## src/rtl/control_unit_pkg.sv

```systemverilog
// Shared definitions for the Mini SRC control sequencer: opcodes, state encoding,
// instruction classes and the one-hot ALU operation bundle.
package control_unit_pkg;

  localparam int unsigned DivMaxCycles = 64;

  localparam logic [4:0] OpLd   = 5'b00000;
  localparam logic [4:0] OpLdi  = 5'b00001;
  localparam logic [4:0] OpSt   = 5'b00010;
  localparam logic [4:0] OpAdd  = 5'b00011;
  localparam logic [4:0] OpSub  = 5'b00100;
  localparam logic [4:0] OpShr  = 5'b00101;
  localparam logic [4:0] OpShra = 5'b00110;
  localparam logic [4:0] OpShl  = 5'b00111;
  localparam logic [4:0] OpRor  = 5'b01000;
  localparam logic [4:0] OpRol  = 5'b01001;
  localparam logic [4:0] OpAnd  = 5'b01010;
  localparam logic [4:0] OpOr   = 5'b01011;
  localparam logic [4:0] OpAddi = 5'b01100;
  localparam logic [4:0] OpAndi = 5'b01101;
  localparam logic [4:0] OpOri  = 5'b01110;
  localparam logic [4:0] OpMul  = 5'b01111;
  localparam logic [4:0] OpDiv  = 5'b10000;
  localparam logic [4:0] OpNeg  = 5'b10001;
  localparam logic [4:0] OpNot  = 5'b10010;
  localparam logic [4:0] OpBr   = 5'b10011;
  localparam logic [4:0] OpJr   = 5'b10100;
  localparam logic [4:0] OpJal  = 5'b10101;
  localparam logic [4:0] OpIn   = 5'b10110;
  localparam logic [4:0] OpOut  = 5'b10111;
  localparam logic [4:0] OpNop  = 5'b11010;
  localparam logic [4:0] OpHalt = 5'b11011;

  // Explicit codes so the debug state port has a stable meaning.
  typedef enum logic [4:0] {
    StRst   = 5'd0,
    StT0    = 5'd1,
    StT1    = 5'd2,
    StT2    = 5'd3,
    StT3    = 5'd4,
    StT4    = 5'd5,
    StT5    = 5'd6,
    StT6    = 5'd7,
    StT7    = 5'd8,
    StDivw  = 5'd9,
    StPause = 5'd10,
    StHalt  = 5'd11
  } state_e;

  typedef enum logic [3:0] {
    ClsAlu,
    ClsImm,
    ClsUnary,
    ClsMul,
    ClsDiv,
    ClsLd,
    ClsLdi,
    ClsSt,
    ClsBr,
    ClsJr,
    ClsJal,
    ClsIn,
    ClsOut,
    ClsNop,
    ClsHalt
  } iclass_e;

  typedef struct packed {
    logic op_and;
    logic op_or;
    logic op_add;
    logic op_sub;
    logic op_mul;
    logic op_div;
    logic op_shr;
    logic op_shl;
    logic op_ror;
    logic op_rol;
    logic op_neg;
    logic op_not;
    logic op_shra;
    logic op_branch;
  } alu_op_t;

endpackage

```

## src/rtl/control_unit_op_decoder.sv

```systemverilog
// Opcode decoder: maps ir[31:27] to an instruction class and the ALU operation used
// by the class's compute step. Unlisted opcodes decode as nop.
module control_unit_op_decoder
  import control_unit_pkg::*;
(
  input  logic [4:0] opcode,
  output iclass_e    iclass,
  output alu_op_t    alu_op
);

  always_comb begin
    iclass = ClsNop;
    alu_op = '0;
    case (opcode)
      OpLd:   iclass = ClsLd;
      OpLdi:  iclass = ClsLdi;
      OpSt:   iclass = ClsSt;
      OpAdd:  begin iclass = ClsAlu;   alu_op.op_add  = 1'b1; end
      OpSub:  begin iclass = ClsAlu;   alu_op.op_sub  = 1'b1; end
      OpShr:  begin iclass = ClsAlu;   alu_op.op_shr  = 1'b1; end
      OpShra: begin iclass = ClsAlu;   alu_op.op_shra = 1'b1; end
      OpShl:  begin iclass = ClsAlu;   alu_op.op_shl  = 1'b1; end
      OpRor:  begin iclass = ClsAlu;   alu_op.op_ror  = 1'b1; end
      OpRol:  begin iclass = ClsAlu;   alu_op.op_rol  = 1'b1; end
      OpAnd:  begin iclass = ClsAlu;   alu_op.op_and  = 1'b1; end
      OpOr:   begin iclass = ClsAlu;   alu_op.op_or   = 1'b1; end
      OpAddi: begin iclass = ClsImm;   alu_op.op_add  = 1'b1; end
      OpAndi: begin iclass = ClsImm;   alu_op.op_and  = 1'b1; end
      OpOri:  begin iclass = ClsImm;   alu_op.op_or   = 1'b1; end
      OpMul:  begin iclass = ClsMul;   alu_op.op_mul  = 1'b1; end
      OpDiv:  begin iclass = ClsDiv;   alu_op.op_div  = 1'b1; end
      OpNeg:  begin iclass = ClsUnary; alu_op.op_neg  = 1'b1; end
      OpNot:  begin iclass = ClsUnary; alu_op.op_not  = 1'b1; end
      OpBr:   iclass = ClsBr;
      OpJr:   iclass = ClsJr;
      OpJal:  iclass = ClsJal;
      OpIn:   iclass = ClsIn;
      OpOut:  iclass = ClsOut;
      OpNop:  iclass = ClsNop;
      OpHalt: iclass = ClsHalt;
      default: iclass = ClsNop;
    endcase
  end

endmodule

```

## src/rtl/control_unit.sv

```systemverilog
// Hardwired Mini SRC control sequencer: fetch T0-T2, class-specific execute T3-T7,
// a bounded wait state for the iterative divider, plus PAUSE and HALT.
module control_unit
  import control_unit_pkg::*;
#(
  parameter int unsigned DIV_MAX_CYCLES = DivMaxCycles
) (
  input  logic        clk,
  input  logic        clr,
  input  logic [31:0] ir,
  input  logic        con,
  input  logic        div_done,
  input  logic        stop,
  output logic        PCout,
  output logic        MDRout,
  output logic        Zhighout,
  output logic        Zlowout,
  output logic        Cout,
  output logic        InPortout,
  output logic        BAout,
  output logic        Rout,
  output logic        PCin,
  output logic        IncPC,
  output logic        IRin,
  output logic        MARin,
  output logic        MDRin,
  output logic        Yin,
  output logic        Zin,
  output logic        HIin,
  output logic        LOin,
  output logic        Rin,
  output logic        OutPortin,
  output logic        CONin,
  output logic        Gra,
  output logic        Grb,
  output logic        Grc,
  output logic        Read,
  output logic        Write,
  output logic        AND,
  output logic        OR,
  output logic        ADD,
  output logic        SUB,
  output logic        MUL,
  output logic        DIV,
  output logic        SHR,
  output logic        SHL,
  output logic        ROR,
  output logic        ROL,
  output logic        NEG,
  output logic        NOT,
  output logic        SHRA,
  output logic        BRANCH,
  output logic        div_rst,
  output logic        run,
  output logic        fault,
  output logic [4:0]  state
);

  localparam int unsigned CntW = (DIV_MAX_CYCLES > 1) ? $clog2(DIV_MAX_CYCLES) : 1;
  localparam logic [CntW-1:0] CntLast = CntW'(DIV_MAX_CYCLES - 1);

  state_e          state_q, state_d;
  logic [CntW-1:0] cnt_q, cnt_d;
  logic            fault_q, fault_d;
  iclass_e         iclass;
  alu_op_t         dec_alu, alu_sel;
  state_e          end_st;
  logic            unused_ir;

  assign unused_ir = ^ir[26:0];

  control_unit_op_decoder u_op_decoder (
    .opcode (ir[31:27]),
    .iclass (iclass),
    .alu_op (dec_alu)
  );

  // Instruction boundary: stop is only honoured here.
  assign end_st = stop ? StPause : StT0;

  always_ff @(posedge clk or negedge clr) begin
    if (!clr) begin
      state_q <= StRst;
      cnt_q   <= '0;
      fault_q <= 1'b0;
    end else begin
      state_q <= state_d;
      cnt_q   <= cnt_d;
      fault_q <= fault_d;
    end
  end

  always_comb begin
    state_d   = state_q;
    cnt_d     = cnt_q;
    fault_d   = fault_q;
    alu_sel   = '0;
    PCout     = 1'b0;
    MDRout    = 1'b0;
    Zhighout  = 1'b0;
    Zlowout   = 1'b0;
    Cout      = 1'b0;
    InPortout = 1'b0;
    BAout     = 1'b0;
    Rout      = 1'b0;
    PCin      = 1'b0;
    IncPC     = 1'b0;
    IRin      = 1'b0;
    MARin     = 1'b0;
    MDRin     = 1'b0;
    Yin       = 1'b0;
    Zin       = 1'b0;
    HIin      = 1'b0;
    LOin      = 1'b0;
    Rin       = 1'b0;
    OutPortin = 1'b0;
    CONin     = 1'b0;
    Gra       = 1'b0;
    Grb       = 1'b0;
    Grc       = 1'b0;
    Read      = 1'b0;
    Write     = 1'b0;
    div_rst   = 1'b0;

    unique case (state_q)
      StRst: state_d = StT0;
      StT0: begin
        PCout = 1'b1; MARin = 1'b1; IncPC = 1'b1;
        state_d = StT1;
      end
      StT1: begin
        Read = 1'b1; MDRin = 1'b1;
        state_d = StT2;
      end
      StT2: begin
        MDRout = 1'b1; IRin = 1'b1;
        if (iclass == ClsHalt)     state_d = StHalt;
        else if (iclass == ClsNop) state_d = end_st;
        else                       state_d = StT3;
      end
      StT3: begin
        state_d = StT4;
        unique case (iclass)
          ClsAlu, ClsImm: begin Grb = 1'b1; Rout = 1'b1; Yin = 1'b1; end
          ClsUnary: begin Grb = 1'b1; Rout = 1'b1; alu_sel = dec_alu; Zin = 1'b1; end
          ClsMul: begin Gra = 1'b1; Rout = 1'b1; Yin = 1'b1; end
          ClsDiv: begin
            Gra = 1'b1; Rout = 1'b1; Yin = 1'b1; div_rst = 1'b1;
            cnt_d   = '0;
            state_d = StDivw;
          end
          ClsLd, ClsLdi, ClsSt: begin Grb = 1'b1; Rout = 1'b1; BAout = 1'b1; Yin = 1'b1; end
          ClsBr: begin Gra = 1'b1; Rout = 1'b1; CONin = 1'b1; end
          ClsJr: begin Gra = 1'b1; Rout = 1'b1; PCin = 1'b1; state_d = end_st; end
          ClsJal: begin PCout = 1'b1; Grb = 1'b1; Rin = 1'b1; end
          ClsIn: begin InPortout = 1'b1; Gra = 1'b1; Rin = 1'b1; state_d = end_st; end
          ClsOut: begin Gra = 1'b1; Rout = 1'b1; OutPortin = 1'b1; state_d = end_st; end
          default: state_d = StT0;
        endcase
      end
      StT4: begin
        state_d = StT5;
        unique case (iclass)
          ClsAlu: begin Grc = 1'b1; Rout = 1'b1; alu_sel = dec_alu; Zin = 1'b1; end
          ClsImm: begin Cout = 1'b1; alu_sel = dec_alu; Zin = 1'b1; end
          ClsUnary: begin Zlowout = 1'b1; Gra = 1'b1; Rin = 1'b1; state_d = end_st; end
          ClsMul: begin Grb = 1'b1; Rout = 1'b1; alu_sel = dec_alu; Zin = 1'b1; end
          ClsLd, ClsLdi, ClsSt: begin Cout = 1'b1; alu_sel.op_add = 1'b1; Zin = 1'b1; end
          ClsBr: begin PCout = 1'b1; Yin = 1'b1; end
          ClsJal: begin Gra = 1'b1; Rout = 1'b1; PCin = 1'b1; state_d = end_st; end
          default: state_d = StT0;
        endcase
      end
      StT5: begin
        state_d = StT6;
        unique case (iclass)
          ClsAlu, ClsImm, ClsLdi: begin
            Zlowout = 1'b1; Gra = 1'b1; Rin = 1'b1;
            state_d = end_st;
          end
          ClsMul, ClsDiv: begin Zlowout = 1'b1; LOin = 1'b1; end
          ClsLd, ClsSt: begin Zlowout = 1'b1; MARin = 1'b1; end
          ClsBr: begin Cout = 1'b1; alu_sel.op_add = 1'b1; alu_sel.op_branch = 1'b1; Zin = 1'b1; end
          default: state_d = StT0;
        endcase
      end
      StT6: begin
        state_d = end_st;
        unique case (iclass)
          ClsMul, ClsDiv: begin Zhighout = 1'b1; HIin = 1'b1; end
          ClsLd: begin Read = 1'b1; MDRin = 1'b1; state_d = StT7; end
          ClsSt: begin Gra = 1'b1; Rout = 1'b1; MDRin = 1'b1; state_d = StT7; end
          ClsBr: begin
            Zlowout = con;
            PCin    = con;
          end
          default: state_d = StT0;
        endcase
      end
      StT7: begin
        state_d = end_st;
        unique case (iclass)
          ClsLd: begin MDRout = 1'b1; Gra = 1'b1; Rin = 1'b1; end
          ClsSt: Write = 1'b1;
          default: state_d = StT0;
        endcase
      end
      StDivw: begin
        Grb = 1'b1; Rout = 1'b1; alu_sel = dec_alu;
        if (div_done) begin
          Zin     = 1'b1;
          state_d = StT5;
        end else if (cnt_q == CntLast) begin
          fault_d = 1'b1;
          state_d = StHalt;
        end else begin
          cnt_d = cnt_q + CntW'(1);
        end
      end
      StPause: if (!stop) state_d = StT0;
      StHalt:  state_d = StHalt;
      default: state_d = StRst;
    endcase
  end

  assign AND    = alu_sel.op_and;
  assign OR     = alu_sel.op_or;
  assign ADD    = alu_sel.op_add;
  assign SUB    = alu_sel.op_sub;
  assign MUL    = alu_sel.op_mul;
  assign DIV    = alu_sel.op_div;
  assign SHR    = alu_sel.op_shr;
  assign SHL    = alu_sel.op_shl;
  assign ROR    = alu_sel.op_ror;
  assign ROL    = alu_sel.op_rol;
  assign NEG    = alu_sel.op_neg;
  assign NOT    = alu_sel.op_not;
  assign SHRA   = alu_sel.op_shra;
  assign BRANCH = alu_sel.op_branch;

  assign run   = (state_q inside {StT0, StT1, StT2, StT3, StT4, StT5, StT6, StT7, StDivw});
  assign fault = fault_q;
  assign state = state_q;

endmodule

```

## config.mk

```make
export PLATFORM = sky130hd
export DESIGN_NAME = control_unit
export DESIGN_NICKNAME = d
export VERILOG_FILES = /design/src/rtl/control_unit_pkg.sv /design/src/rtl/control_unit_op_decoder.sv /design/src/rtl/control_unit.sv
export SDC_FILE = /design/constraint.sdc
export NUM_CORES = 1
export LEC_CHECK = 0
export BUFFER_PORTS_ARGS = -buffer_cell sky130_fd_sc_hd__buf_2
export CAP_MARGIN = 20
export CORE_UTILIZATION = 45
export CTS_CLUSTER_DIAMETER = 120
export CTS_CLUSTER_SIZE = 24
export DETAILED_ROUTE_END_ITERATION = 7
export PLACE_DENSITY = 0.79
export SYNTH_ARGS = -nofsm -noshare
export SYNTH_HDL_FRONTEND = slang
export SYNTH_SLANG_ARGS = --single-unit
```

## constraint.sdc

```tcl
create_clock -name clk -period 2.2 [get_ports clk]
set_input_delay 0.44 -clock clk [delete_from_list [all_inputs] [get_ports clk]]
set_output_delay 0.44 -clock clk [all_outputs]
set_load 0.005 [all_outputs]
```

# [Yosys cells after proc, flatten, opt, wreduce, memory -nomap -nowiden]
# Cells that the tools add are included.
[classes] add_sub_neg=1 n_eq_ne=55 mux=89 bitwise_logic=1 reduce_logical=33
[op_table] operator="$eq 5x4->1 const B" count=12
[op_table] operator="$pmux 5 s12" count=1
[op_table] operator="$pmux 4 s14" count=1
[op_table] operator="$mux 1" count=50
[op_table] operator="$eq 5x5->1 const B" count=9
[op_table] operator="$eq 5x3->1 const B" count=8
[op_table] operator="$pmux 10 s3" count=1
[op_table] operator="$eq 4x4->1 const B" count=7
[op_table] operator="$pmux 4 s2" count=3
[op_table] operator="$reduce_or 3->1" count=7
[op_table] operator="$reduce_or 7->1" count=3
[op_table] operator="$eq 5x2->1 const B" count=4
[op_table] operator="$mux 6" count=3
[op_table] operator="$reduce_or 9->1" count=2
[op_table] operator="$eq 4x3->1 const B" count=4
[op_table] operator="$mux 4" count=4
[op_table] operator="$pmux 1 s4" count=4
[op_table] operator="$reduce_or 2->1" count=8
[op_table] operator="$mux 5" count=3
[op_table] operator="$pmux 1 s3" count=5
[op_table] operator="$mux 14" count=1
[op_table] operator="$pmux 1 s2" count=7
[op_table] operator="$pmux 4 s3" count=1
[op_table] operator="$pmux 6 s2" count=1
[op_table] operator="other kinds (24)" count=30
[word_totals] register_bits=12 inputBits=37 output_inout_bits=47 word_cells=182

# [Depth between registers and ports, before layout]
[logic_depth] word_depth=7 ltp_mapped=8 mapped_depth_nobuf=6

# [Cells and area by module]
# Synthesis repeated with hierarchy kept, for this count alone.
[unflattened] hier_cells=283 area_unflattened_um2=2047.0
[by_module_without_submodules] module="control_unit" n_inst=1 cells_each=236 area_per_inst_um2=1706.6 seq_area_each_um2=275.3
[by_module_without_submodules] module="control_unit_op_decoder" n_inst=1 cells_each=47 area_per_inst_um2=340.3 seq_area_each_um2=0.0

# [Worst setup path after synthesis]
# OpenSTA, ideal clock, no wires.
[synth_path] path_kind="reg2out" startpoint="reg state_q[3] (netlist: state[3])" endpoint="out AND" t_arrival_ns=1.672 required_time_ns=1.760 slack_ns=0.088 stages_incl_launch_ff=7 n_path_buf=1 path_cell_list="dfrtp_1 buf_6 or4b_4 o31ai_4 or2b_2 nand2_2 nor2_1"
[synth_between] elab_chain_len=2 word_cells_on_any_way=4 cone_classes="eq/ne: 3; mux: 1"
[synth_lines] element="start: declaration" line_no="control_unit.sv:62" source="state_e state_q, state_d;"
[synth_lines] element="start signal: assignment" line_no="control_unit.sv:83" source="state_q <= StRst;"
[synth_lines] element="start signal: assignment" line_no="control_unit.sv:87" source="state_q <= state_d;"
[synth_lines] element="$eq 5x4->1 / $eq 5x3->1 (equally long branches)" line_no="control_unit.sv:125" source="unique case (state_q)"
[synth_lines] element="$pmux 2 s3 *" line_no="control_unit.sv:125"
[synth_lines] element="end: declaration" line_no="control_unit.sv:39" source="output logic AND,"
# Every way passes the cells marked *; elsewhere a longest branch is shown, timed or not.

# [Final worst setup path]
[layout_path] startpoint="reg state_q[1] (netlist: state[1])" endpoint="out SHRA"
[layout_between] elab_chain_len=2 word_cells_on_any_way=4 cone_classes="eq/ne: 3; mux: 1"
[layout_lines] element="$eq 5x4->1 / $eq 5x3->1 (equally long branches)" line_no="control_unit.sv:125"
[layout_lines] element="$pmux 10 s3 *" line_no="control_unit.sv:125"
[layout_lines] element="end: declaration" line_no="control_unit.sv:51" source="output logic SHRA,"
# Marked as above.

==> results_dict.tcl <==
set metrics [dict create \
    layout_commonest_cell "buf_2" \
    fmax_mhz 421 \
    clk_pin_slew_ns 0.05 \
    internal-power_mw 1.00 \
    synth-edff-count 0 \
    async_flop_share_pct 100 \
    maxSlewHeadroom_pct 59.9 \
    setup_viol 21 \
    netlist_instances 229 \
    startpoint_type "register" \
    switching_share_pct 44.6 \
    rows 21 \
    layout_common_cells "buf_2, buf_4, nor2_1, nand2_1, dfrtp_1" \
    yosysWarnings 0 \
    run_status "finished, violations left" \
    worstMarginPinSlew_ns 0.601 \
    clock-sinks 11 \
    yosysUniqueCellTypes 73 \
    dieArea_mm2 0.00397 \
    pwr-share-seq_pct 16.5 \
    coreArea_mm2 0.00344 \
    fin_cells 356 \
    fin_util_pct 73.6 \
    rsz0062_at_grt "true" \
    critPathMaxFanout 4 \
    grt_max_degree 21 \
    hpwl_um 4200 \
    routed_wl_um 5960 \
    grtUsageTotal_pct 29.7 \
    first_pass_iters 5 \
    seq_area_frac_synth_pct 16.4 \
    num_antenna_cells 0 \
    syn_to_final_growth_pct 51.1 \
    place_inst 342 \
    cts_buffers 3 \
    cts_root_buffer "clkbuf_8" \
    syn_area_mm2 0.00168 \
    worstSetupEndpointType "output pin" \
    worst_slack_ns -0.178 \
    multi_input_area_mm2 0.00148 \
    port-buffer-count 55 \
    viasPerCell 6.17 \
    start_util_pct 48.7 \
    avgSynthCellArea_um2 7.32 \
    overflow 0 \
    cts_tree "done" \
    hold_viol 0 \
    r2r_cells 8 \
    max_cap_violations 0 \
    syn_nets 267 \
    grt_pass1_vias 1986 \
    tns_ns -2.09 \
    antenna_found_initial 0 \
    arrival_ns 1.94 \
    criticalPathCategory "reg -> out" \
    rr_startpoint "state[3]$_DFFE_PN0P_" \
    period_share_pct 108 \
    p_per_area_mw_per_mm2 716 \
    clock_latency_ns 0.23 \
    pwr-share-comb_pct 72.6 \
    drt_iter0_markers 258 \
    r2r-end "cnt_q[0]$_DFFE_PN0P_" \
    synth-main-ff-cell "dfrtp_1" \
    die_x_um 63.0 \
    failed_checks "negative setup slack" \
    grt_first_pass_wirelength_um 9580 \
    fin_skew_ns 0.00129 \
    h-tree-depth 1 \
    io_pins 84 \
    required_ns 1.76 \
    hp-class "in -> async" \
    ant_nets 0 \
    placed_cell_area_mm2 0.00214 \
    seq_area_um2 275 \
    reg2reg_slack_ns 0.27 \
    p_clk_share_pct 10.9 \
    wl_per_cell_um 16.7 \
    finalMaxSlewViolations 0 \
    clock_tree.buffer_depth 2 \
    leakage_nw 1.17 \
    layout-drive-gt1-share_pct 49.0 \
    ys_seq_elements 11 \
    p_sw_mw 0.810 \
    nNetsFinal 349 \
    drcViolationCount 0 \
    peakVddDrop_uv 624 \
    fillerInstances 265 \
    vias 2196 \
    timing.final.crit_period_ns 2.38 \
    design_area_mm2 0.00253 \
    gp_congestion 0.978 \
    die_h_um 63.0 \
]
==> logic make-up after synthesis <==
family	after synthesis	share of synthesized area, %
AOI/OAI and AO/OA	68	30.0
other	1	0.224
buffers and inverters	27	8.13
adders and majority gates	1	0.746
and+or+nand+nor	113	40.1
muxes	2	1.27
xor gates and xnor gates	6	3.13
DFF	11	16.4
==> metrics by stage <==
step	power (mW)	hold WS (ns)	setup slack (ns)
2_1_floorplan	0.980	0.144	0.0885
3_3_place_gp	1.31	0.314	-0.0526
3_5_place_dp	1.33	0.318	-0.112
4_1_cts	1.70	0.0636	-0.191
5_1_grt	1.94	0.0740	-0.244
6_report	1.81	0.0622	-0.178
==> cell usage after synthesis (2+ instances only) <==
library cell,instances,share of area [%]
nand3_1,8,2.4
xor2_1,5,2.6
nor3_1,5,1.5
a21o_1,4,1.8
nor3_2,2,1.2
inv_1,6,1.3
nor2_1,36,8.1
nand2_2,2,0.75
nand2_1,16,3.6
nand2b_1,3,1.1
and4bb_2,2,1.5
a21oi_1,10,3.0
nand3b_1,2,0.90
o21ai_0,15,4.5
dfrtp_1,11,16
and3_1,4,1.5
o21ai_1,4,1.2
a31o_2,2,1.0
a22oi_1,3,1.3
clkbuf_1,5,1.1
nand4_1,6,2.2
buf_2,10,3.0
o2111ai_1,4,2.1
nor2b_1,6,2.2
o211ai_1,2,0.90
o22ai_1,3,1.1
or2_1,2,0.75
nor4_1,3,1.1
buf_4,4,1.8
==> power by group through the flow <==
stage | Sequential (mW) | Combinational [mW] | Clock (mW)
after global placement | 0.298 | 1.01 | 0
after detailed placement | 0.302 | 1.02 | 0
after CTS | 0.298 | 1.20 | 0.205
after floorplan | 0.310 | 0.670 | 0
after global routing | 0.309 | 1.41 | 0.213
final | 0.300 | 1.32 | 0.198
==> worst max-delay path by stage <==
stage                                     from  endpoint  slack [ns]  depth (start not counted)
after floorplan           state[3]$_DFFE_PN0P_       AND        0.09                          6
after global placement                  ir[30]       ROR       -0.05                          7
after detailed placement                ir[30]       ROR       -0.11                          7
after CTS                 state[0]$_DFFE_PN0P_       ROR       -0.19                          6
after global routing      state[1]$_DFFE_PN0P_       ROR       -0.24                          6
final                     state[1]$_DFFE_PN0P_      SHRA       -0.18                          6
==> sequential cells by signal, indices dropped and copies added (netlist names) <==
| register | count |
|---|---|
| cnt_q | 6 |
| fault | 1 |
| state | 4 |
==> repair_timing <==
item / in CTS / in global routing
endpoints found under the hold margin: 0 / 0
hold buffers: 0 / 0
pin swaps: 9 / 8
setup endpoints to repair: 25 / 36
gates cloned: 1 / 0
gates resized for setup: 30 / 31
buffers inserted: 8 / 3
==> layer usage <==
layer	GRT usage, %	wire [µm]	up-vias
met5	0	0	-
met4	2.62	56	0
met3	4.20	690	11
met2	48.8	2840	153
met1	42.3	2380	1017
li1	-	-	1015
==> cell type report <==
cell class / count / area share, %
clock buffers: 4 / 1.78
repair buffers: 98 / 25.9
well taps: 46 / 2.27
inverters: 6 / 0.889
multi-input cells: 191 / 58.3
flip-flops and latches: 11 / 10.9
==> worst max-delay path, cell delays in order, from the launching register on <==
cell and delay [ns]:
dfrtp_1 0.38, or4b_4 0.58, o31ai_4 0.21, or2b_4 0.19, nand3_2 0.11, nor2_1 0.11
buf_2 0.12
Power figures use the tool's default switching activity.
